==> config.mk <==
export PLATFORM = sky130hd
export DESIGN_NAME = alu_issue
export DESIGN_NICKNAME = d
export VERILOG_FILES = /design/src/rtl/alu_issue.sv
export SDC_FILE = /design/constraint.sdc
export NUM_CORES = 1
export LEC_CHECK = 0
export BUFFER_PORTS_ARGS = -buffer_cell sky130_fd_sc_hd__buf_2
export CAP_MARGIN = 25
export CELL_PAD_IN_SITES_DETAIL_PLACEMENT = 2
export CELL_PAD_IN_SITES_GLOBAL_PLACEMENT = 2
export CORE_ASPECT_RATIO = 0.75
export CORE_MARGIN = 2
export CORE_UTILIZATION = 29
export CTS_CLUSTER_DIAMETER = 40
export DETAILED_ROUTE_END_ITERATION = 7
export PLACE_DENSITY = 0.82
export SLEW_MARGIN = 10
export SYNTH_ARGS = -nofsm -noshare
export SYNTH_HDL_FRONTEND = slang
export SYNTH_SLANG_ARGS = --single-unit
==> constraint.sdc <==
create_clock -name clk -period 2 [get_ports clk]
set_input_delay 0.2 -clock clk [delete_from_list [all_inputs] [get_ports clk]]
set_output_delay 0.2 -clock clk [all_outputs]
set_load 0.005 [all_outputs]
==> src/rtl/alu_issue.sv <==
// Single-issue front end for an external ALU: decodes RV32I ADD/SUB/SLT (plus
// ADDI/SLTI when ALU_ISSUE_IMM_EN is defined), issues the request, and returns the result for writeback.
package core_pkg;
  typedef enum logic [1:0] {
    ALU_ADD  = 2'd0,
    ALU_SUB  = 2'd1,
    ALU_SLTS = 2'd2
  } alu_opcode_e;
endpackage

module alu_issue
  import core_pkg::*;
(
  input  logic        clk,
  input  logic        reset,
  input  logic        instr_valid_ip,
  output logic        instr_ready_op,
  input  logic [31:0] instr_ip,
  input  logic [31:0] rs1_data_ip,
  input  logic [31:0] rs2_data_ip,
  output logic        alu_enable_op,
  output alu_opcode_e alu_operator_op,
  output logic [31:0] alu_operand_a_op,
  output logic [31:0] alu_operand_b_op,
  input  logic [31:0] alu_result_ip,
  input  logic        alu_valid_ip,
  output logic        wb_valid_op,
  input  logic        wb_ready_ip,
  output logic [4:0]  wb_rd_op,
  output logic [31:0] wb_data_op,
  output logic        illegal_op
);

  typedef enum logic [1:0] {IDLE, ISSUE, WB} state_e;

  state_e      state_reg, state_next;
  alu_opcode_e op_reg;
  logic [31:0] a_reg, b_reg, result_reg;
  logic [4:0]  rd_reg;
  logic        illegal_reg;

  logic [6:0]  opcode, funct7;
  logic [2:0]  funct3;
  logic        accept, dec_legal;
  alu_opcode_e dec_op;
  logic [31:0] dec_b;
  logic        unused_bits;

  assign opcode      = instr_ip[6:0];
  assign funct3      = instr_ip[14:12];
  assign funct7      = instr_ip[31:25];
  assign unused_bits = ^instr_ip[24:15];
  assign accept      = (state_reg == IDLE) && instr_valid_ip;

  always_comb begin
    dec_legal = 1'b0;
    dec_op    = ALU_ADD;
    dec_b     = rs2_data_ip;
    if (opcode == 7'b0110011) begin
      if (funct3 == 3'b000 && funct7 == 7'b0000000) begin
        dec_legal = 1'b1;
        dec_op    = ALU_ADD;
      end else if (funct3 == 3'b000 && funct7 == 7'b0100000) begin
        dec_legal = 1'b1;
        dec_op    = ALU_SUB;
      end else if (funct3 == 3'b010 && funct7 == 7'b0000000) begin
        dec_legal = 1'b1;
        dec_op    = ALU_SLTS;
      end
    end
`ifdef ALU_ISSUE_IMM_EN
    else if (opcode == 7'b0010011) begin
      dec_b = {{20{instr_ip[31]}}, instr_ip[31:20]};
      if (funct3 == 3'b000) begin
        dec_legal = 1'b1;
        dec_op    = ALU_ADD;
      end else if (funct3 == 3'b010) begin
        dec_legal = 1'b1;
        dec_op    = ALU_SLTS;
      end
    end
`endif
  end

  always_comb begin
    state_next = state_reg;
    case (state_reg)
      IDLE:    if (accept && dec_legal) state_next = ISSUE;
      // Results targeting x0 are dropped without a writeback cycle
      ISSUE:   if (alu_valid_ip) state_next = (rd_reg != 5'd0) ? WB : IDLE;
      WB:      if (wb_ready_ip) state_next = IDLE;
      default: state_next = IDLE;
    endcase
  end

  always_ff @(posedge clk or negedge reset) begin
    if (!reset) state_reg <= IDLE;
    else        state_reg <= state_next;
  end

  always_ff @(posedge clk or negedge reset) begin
    if (!reset) begin
      op_reg      <= ALU_ADD;
      a_reg       <= '0;
      b_reg       <= '0;
      rd_reg      <= '0;
      result_reg  <= '0;
      illegal_reg <= 1'b0;
    end else begin
      illegal_reg <= accept && !dec_legal;
      if (accept && dec_legal) begin
        op_reg <= dec_op;
        a_reg  <= rs1_data_ip;
        b_reg  <= dec_b;
        rd_reg <= instr_ip[11:7];
      end
      if (state_reg == ISSUE && alu_valid_ip) result_reg <= alu_result_ip;
    end
  end

  always_comb begin
    instr_ready_op   = (state_reg == IDLE);
    alu_enable_op    = 1'b0;
    alu_operator_op  = ALU_ADD;
    alu_operand_a_op = '0;
    alu_operand_b_op = '0;
    wb_valid_op      = 1'b0;
    wb_rd_op         = '0;
    wb_data_op       = '0;
    illegal_op       = illegal_reg;
    if (state_reg == ISSUE) begin
      alu_enable_op    = 1'b1;
      alu_operator_op  = op_reg;
      alu_operand_a_op = a_reg;
      alu_operand_b_op = b_reg;
    end
    if (state_reg == WB) begin
      wb_valid_op = 1'b1;
      wb_rd_op    = rd_reg;
      wb_data_op  = result_reg;
    end
  end

endmodule

Word level (Yosys, flattened, before mapping)
Index checks and enable logic that the tools add are counted. W data, S select, Z words.

Add/subtract/negate cells: 0. Multipliers: 0. Div/mod/pow operators: 0. Order comparisons: 0. Equality and inequality tests: 8. Shifts and indexed selects: 0. Mux-type cells: 20. Bitwise operators: 0. Reduce and logical (&&, ||, !) cells: 13.

Operators with widths (number): $mux W32 (3); $mux W2 (9); $eq A7 B6 Y1 const B (2); $logic_and A1 B1 Y1 (7); $logic_not A7 Y1 (1); $mux W1 (6); $pmux W2 S3 (1); $mux W5 (1); $reduce_bool A5 Y1 (1); $ne A2 B2 Y1 const B (2); $eq A3 B2 Y1 const B (1); $logic_not A3 Y1 (1); $reduce_and A3 Y1 (1); $eq A2 B1 Y1 const B (1); $eq A2 B2 Y1 const B (1); $logic_not A2 Y1 (1); $ne A2 B1 Y1 const B (1); $logic_not A1 Y1 (1).

Register bits after elaboration: 106. Latch bits: 0. Bits in writable memories: 0. Memory bits (read-only): 0. Input bits: 133. Output and inout port bits: 107. Word-level logic and storage cells: 48. Memories: 0.

Longest topological paths before layout
Gate-level depths: netlist (run 1).

Word-level depth: 9. Mapped depth: 6. Depth with buffers taken out: 4.

Worst setup path after synthesis (run 1)
Ideal clock, no wire load.

Path kind: input to register. Start: input port instr_ip[28]. End: register a_reg[10]. Setup time: 125 ps. Data arrival time: 1644 ps. Data required time: 1875 ps. Path slack: 231 ps. Stages: 6. Path buffers: 2. Cells stage by stage: or4_4 > nor2_4 > and3b_2 > buf_12 > buf_12 > mux2_4.

Word-level cells in the longest chain between the ends: 7. Elaborated cells on any way between the ends: 10. Classes of those cells: 1 x eq/ne; 4 x mux; 5 x reduce/logical.

Ends and longest elaborated chain: start, declared (line 18) `input logic [31:0] instr_ip,`; $logic_not A7 Y1 (line 60, 66); $logic_and A1 B1 Y1 (line 66) `end else if (funct3 == 3'b010 && funct7 == 7'b0000000) begin`; $mux W1 (line 66); $mux W1 (line 63) `end else if (funct3 == 3'b000 && funct7 == 7'b0100000) begin`; $mux W1 (*) (line 60) `if (funct3 == 3'b000 && funct7 == 7'b0000000) begin`; $mux W1 (*) (line 59) `if (opcode == 7'b0110011) begin`; $logic_and A1 B1 Y1 (*) (line 111) `if (accept && dec_legal) begin`; end signal, assigned (line 113) `a_reg <= rs1_data_ip;`; end, declared (line 38) `logic [31:0] a_reg, b_reg, result_reg;`.

Mark *: on every way between the ends. The rest lies on a longest branch, timed or not. A chain may end at the register's enable or synchronous reset.

Final worst setup path (run 1)
Start: register state_reg[1]. End: register b_reg[3].

Word-level cells in the longest chain between the ends: 3.

Ends and longest elaborated chain: start, declared (line 36) `state_e state_reg, state_next;`; start signal, assigned (line 98) `else state_reg <= state_next;`; $logic_not A2 Y1 (line 53) `assign accept = (state_reg == IDLE) && instr_valid_ip;`; $logic_and A1 B1 Y1 (line 53); $logic_and A1 B1 Y1 (line 111); end signal, assigned (line 105) `b_reg <= '0;`; end signal, assigned (line 114) `b_reg <= dec_b;`; end, declared (line 38).

No other way between the ends.

==> impl_metrics.yaml, run 1 <==
finish:
  area_growth_pct: 33.73
  stdcell_count: 828
  final_core_util_pct: 39.97
  seq_area_sq_um: 2653
  multi_input_area_sq_um: 2215
  drive_above_1_share_pct: 61.42
  fin_area_sq_um: 6787
  nets: 720
  fillers: 1798
synthesis:
  synth_cell_types: 24
  syn_nets: 488
  ys_warn_count: 0
  ys_ff_latch: 106
  syn_avg_cell_area_sq_um: 14.30
  syn_area_sq_um: 5075
  yosysSeqAreaShare_pct: 52.27
  netlist_instances: 355
timing:
  clock_skew_ns: 0.009043
  setup_viol: 0
  rsz0062_at_grt: "no"
  slew_headroom_pct: 64.24
  fin_crit_sh_pct: 90.14
  period_needed_ns: 1.803
  hold_viol: 0
  fmax_mhz: 554.7
  slew_violations: 0
  holdWs_ns: 0.08104
  max_slew.worst_pin.slew_ns: 0.5364
flow_run:
  cap_violations: 0
route:
  dr_total_vias: 3584
  firstDrtPassIters: 4
  drcViolationCount: 0
  postRouteAntennaNets: 0
  drt-initial-drc-count: 99
  wl_microns: 14380
  detail_route.wl_per_cell_microns: 17.36
  via_per_inst: 4.329
critical_path:
  cp-start-kind: "flop"
  endpoint_kind: "flop"
  critPathKind: "reg -> reg"
  worst_ep_required_time_ns: 2.23
  worstPathArrival_ns: 2.03
  worstPathMaxFanout: 32
clocking:
  clk_pin_slew_ns: 0.07
  post-cts-setup-buffers: 0
  cts.sinks: 106
  cts_tree: "built"
  cts_buffers: 9
  clock_latency_ns: 0.35
  clock_path_buffers: 2
  clock-root-buffer: "clkbuf_16"
  htree_num_levels: 3
global_routing:
  grt_antenna_before_repair: 2
  grt_pass1_vias: 4038
  grt_overflow_total: 0
  grt_max_degree: 69
  grtUsageTotal_pct: 15.69
  grt_pass1_wl_microns: 22540
floorplan:
  ios: 240
  initial_core_util_pct: 29.89
  core-area_sq_um: 16980
  dieHeight_microns: 118.6
  die-area_sq_um: 18590
  num_rows: 41
  die_x_microns: 156.8
hold_path:
  hold_class: "in -> reg"
power_and_ir_drop:
  leakage_nw: 3.779
  p_int_mw: 3.244
  clock_power_share_pct: 43.2
  p_seq_share_pct: 52.1
  p_comb_share_pct: 4.7
  p_total_mw: 4.120
  switching_share_pct: 21.26
  power_switching_mw: 0.8760
  peakVddDrop_mv: 0.3131
  power.density_nw_per_um2: 607.1
place:
  port_buffers: 229
  gp_congestion: 0.7801
  place_inst: 811
  place_area_sq_um: 6479
  dp_hpwl_microns: 11100
outcome:
  status: "complete, no violations"
routing by layer:
metal	vias to the layer above	track usage, %	share of wire, %
met1	1781	19.46	43
met3	18	4.730	6.7
met2	148	26.12	49
met4	2	4.931	1.6
li1	1635	-	-
met5	-	0	0.077
synth_stat cells:
master / instances / area share [%]
mux2_1: 2 / 0.44
a21oi_1: 1 / 0.099
a21o_1: 1 / 0.15
o22ai_1: 1 / 0.12
and2_1: 103 / 13
dfrtp_1: 106 / 52
mux2_2: 32 / 7.1
nor2_4: 1 / 0.22
nand2b_1: 1 / 0.12
nor2_1: 2 / 0.15
mux2_4: 69 / 20
nor4b_1: 1 / 0.17
nand2_1: 2 / 0.15
buf_12: 8 / 3.2
a2111oi_0: 1 / 0.17
inv_1: 2 / 0.15
and3b_2: 1 / 0.20
buf_1: 3 / 0.22
clkbuf_1: 11 / 0.81
or4_1: 1 / 0.15
and3b_1: 1 / 0.17
nor2b_1: 2 / 0.25
nand4b_1: 1 / 0.17
or4_4: 2 / 0.44
cell families after synthesis:
family | share of synthesized area (%)
AO/OA/AOI/OAI | 0.5425
multiplexers | 27.96
flip-flops | 52.27
buffers and inverters | 4.339
AND/OR/NAND/NOR | 14.89
critical path, stage by stage, from the launching register on:
cell and delay (ns):
dfrtp_1 0.43, nor2_1 0.17, nand2_1 0.10, and3b_4 0.37, buf_12 0.27, mux2_4 0.33
final timing paths:
path / to / start / slack [ns] / cells past startpoint
max: b_reg[3]$_DFFE_PN0P_ / state_reg[1]$_DFFE_PN0P_ / 0.20 / 5
min: a_reg[1]$_DFFE_PN0P_ / rs1_data_ip[1] / 0.08 / 2
max reg2reg: b_reg[3]$_DFFE_PN0P_ / state_reg[1]$_DFFE_PN0P_ / 0.20 / 5
min reg2reg: a_reg[0]$_DFFE_PN0P_ / a_reg[0]$_DFFE_PN0P_ / 0.49 / 1
max in group asynchronous: result_reg[20]$_DFFE_PN0P_ / reset / 0.91 / 3
min in group asynchronous: b_reg[29]$_DFFE_PN0P_ / reset / 0.37 / 2
layout make-up:
cell class	instances	area share [%]
well taps	236	4.351
repair buffers	243	19.43
clock inverters	4	0.7743
diodes	1	0.03687
inverters	2	0.1106
clock buffers	11	3.577
multi-input cells	225	32.63
flip-flops and latches	106	39.09
stage by stage:
stage          setup TNS, ns  setup WS, ns
2_1_floorplan              0        0.2306
6_report                   0        0.1972
3_3_place_gp         -0.4929      -0.01872
5_1_grt                    0       0.09169
4_1_cts                    0        0.1761
3_5_place_dp          -5.259       -0.1202
timing repair:
item / CTS / global route
hold buffers: 1 / 0
gates resized for setup: 0 / 0
endpoints found under the hold margin: 35 / 0
layout by cell type, fill, tap and decap left out, types with 2 or more instances in the layout:
cell type and n:
mux2_4 69, mux2_1 2, clkbuf_16 9, nand2_1 2, mux2_2 32, buf_2 228, buf_4 9, nor2_1 2
buf_12 5, or4_4 2, and2_1 103, clkinvlp_4 3, inv_1 2, dfrtp_1 106
power by group through the flow:
stage	sequential, mW	combinational [mW]	clock, mW
6_report	2.14	0.194	1.78
5_1_grt	2.14	0.217	1.93
2_1_floorplan	2.19	0.0112	0
3_3_place_gp	2.19	0.189	0
3_5_place_dp	2.19	0.198	0
4_1_cts	2.14	0.201	1.85
(Power assumes the default switching activity.)
==> run 2: changes to the inputs <==
==> constraint.sdc (replaced) <==
create_clock -name clk -period 2 [get_ports clk]
set_input_delay 0.4 -clock clk [delete_from_list [all_inputs] [get_ports clk]]
set_output_delay 0.4 -clock clk [all_outputs]
set_load 0.005 [all_outputs]
==> run 2 against run 1 <==
Final area grew 0.50%. Clock skew down 0.0023 ns. Global-route usage shrank 0.31 points. Sequential cell count unchanged. Largest power group unchanged. Clock power shrank 4%. Worst setup slack worse by 0.083 ns. Die area unchanged. Utilization up 0.20 points. Worst hold slack improved by 0.20 ns. Power fell by 2.0%. Sequential share of layout area down 0.19 points.
==> impl_metrics.yaml, run 2 (synthesis results as in run 1) <==
outcome:
  status: "complete, no violations"
place:
  dp_hpwl_microns: 10940
  port_buffers: 229
  gp_congestion: 0.7677
  place_inst: 811
route:
  firstDrtPassIters: 4
  drt-initial-drc-count: 60
  postRouteAntennaNets: 0
  detail_route.wl_per_cell_microns: 17.42
  dr_total_vias: 3568
  wl_microns: 14460
  via_per_inst: 4.299
  drcViolationCount: 0
floorplan:
  ios: 240
  num_rows: 41
  die_x_microns: 156.8
  core-area_sq_um: 16980
  die-area_sq_um: 18590
  initial_core_util_pct: 29.89
  dieHeight_microns: 118.6
finish:
  drive_above_1_share_pct: 61.72
  stdcell_count: 830
  final_core_util_pct: 40.17
  nets: 721
  area_growth_pct: 34.39
  final_common_cell: "buf_2"
  multi_input_area_sq_um: 2216
  layout_common_cells: "228 x buf_2, 106 x dfrtp_1, 103 x and2_1"
  fillers: 1748
  seq_area_sq_um: 2653
hold_path:
  hold_class: "in -> reg"
  min_from: "wb_ready_ip"
critical_path:
  worstPathCellList: "nor2b_2, buf_6, and2_1, buf_2"
  path_delay_family: "flip-flops"
  worstPathArrival_ns: 1.49
  critPathMaxStageDelay_ns: 0.42
  critPathLaunch: "state_reg[1]$_DFFE_PN0P_"
  cp-start-kind: "flop"
  worstPathMaxFanout: 39
  slowest_stage: "dfrtp_1"
  endpoint_kind: "output port"
  critPathKind: "reg -> out"
  worst_ep_required_time_ns: 1.60
  crit-reg2reg-launch: "state_reg[1]$_DFFE_PN0P_"
  cp.buffers_inverters: 2
timing:
  slew_headroom_pct: 71.07
  fmax_mhz: 530.3
  hold_viol: 0
  clock_skew_ns: 0.006703
  slew_violations: 0
  setup_viol: 0
  max_slew.worst_pin.slew_ns: 0.4339
  fin_crit_sh_pct: 94.29
  period_needed_ns: 1.886
  holdWs_ns: 0.2802
power_and_ir_drop:
  power.density_nw_per_um2: 592.0
  p_total_mw: 4.038
  peakVddDrop_mv: 0.4258
  leakage_nw: 3.797
clocking:
  post-cts-setup-buffers: 0
  clock_path_buffers: 2
  cts_buffers: 9
  clock-root-buffer: "clkbuf_16"
  clk_pin_slew_ns: 0.07
  cts_tree: "built"
  cts.sinks: 106
  clock_latency_ns: 0.34
  htree_num_levels: 3
global_routing:
  grtUsageTotal_pct: 15.38
  grt_overflow_total: 0
  grt_antenna_before_repair: 2
  grt_max_degree: 70
  grt_pass1_wl_microns: 22220
  grt_pass1_vias: 4070
flow_run:
  cap_violations: 0
-- run 2: cell types whose count changed in the layout (fill, tap and decap cells not counted) --
| cell | before | now |
|---|---|---|
| clkinv_4 | 0 | 1 |
| bufinv_16 | 1 | 0 |
| clkbuf_16 | 9 | 10 |
| buf_4 | 9 | 7 |
| inv_6 | 0 | 3 |
| clkbuf_1 | 1 | 0 |
| clkinvlp_4 | 3 | 1 |
| buf_6 | 0 | 1 |
| clkinv_2 | 0 | 1 |
| buf_12 | 5 | 6 |
| a2111oi_0 | 1 | 0 |
| a2111oi_1 | 0 | 1 |
-- run 2: final timing paths --
check,endpoint,slack [ns],cells after the start
worst max register to register,a_reg[0]$_DFFE_PN0P_,0.23,5
max in group asynchronous,result_reg[23]$_DFFE_PN0P_,0.83,3
worst min-delay path,state_reg[1]$_DFFE_PN0P_,0.28,2
min in group asynchronous,b_reg[29]$_DFFE_PN0P_,0.54,2
worst min register to register,a_reg[1]$_DFFE_PN0P_,0.48,1
worst max-delay path,wb_rd_op[4],0.11,4
-- run 2: stage by stage --
step	setup TNS (ns)	cell area [sq um]	setup WS, ns
finish	0	6820	0.1143
global route	-0.01393	6818	-0.01393
CTS	0	6788	0.006764
detailed placement	-13.73	6491	-0.2506
global placement	-12.75	6491	-0.2118
floorplan	0	5075	0.03062
-- run 2: repair_timing --
item / in CTS / in global routing
endpoints found under the setup margin: 0 / 90
hold buffers: 1 / 0
hold endpoints to repair: 16 / 0
gates resized for setup: 0 / 2
-- run 2: area by class of cell --
type	instances	area share, %
Inverter	2	0.1101
Timing Repair Buffer	244	19.94
Tap cell	236	4.329
Clock inverter	6	0.6971
Multi-Input combinational cell	225	32.49
Antenna cell	1	0.03669
Clock buffer	10	3.504
Sequential cell	106	38.89
-- run 2: layer usage --
metal | vias up | global-route usage (%) | wire length (microns)
met5 | - | 0 | 13
met4 | 2 | 3.440 | 130
met3 | 11 | 5.097 | 1085
met2 | 139 | 26.81 | 7201
met1 | 1774 | 18.32 | 6029
li1 | 1642 | - | -
-- run 2: report_power, final --
part           leakage, nW  switching, mW  total, mW  internal (mW)
Combinational         2.18         0.0909      0.194          0.103
Sequential            1.48       0.000719       2.14           2.14
Clock                0.140          0.806       1.70          0.893
Total                 3.80          0.898       4.04           3.14
-- run 2: worst register-to-register path: cells and delay by family, from the launching register on --
kind                   cells  cell delay, ns
AND/OR/NAND/NOR            3            0.61
multiplexers               1            0.38
buffers and inverters      1            0.23
flip-flops                 1            0.43
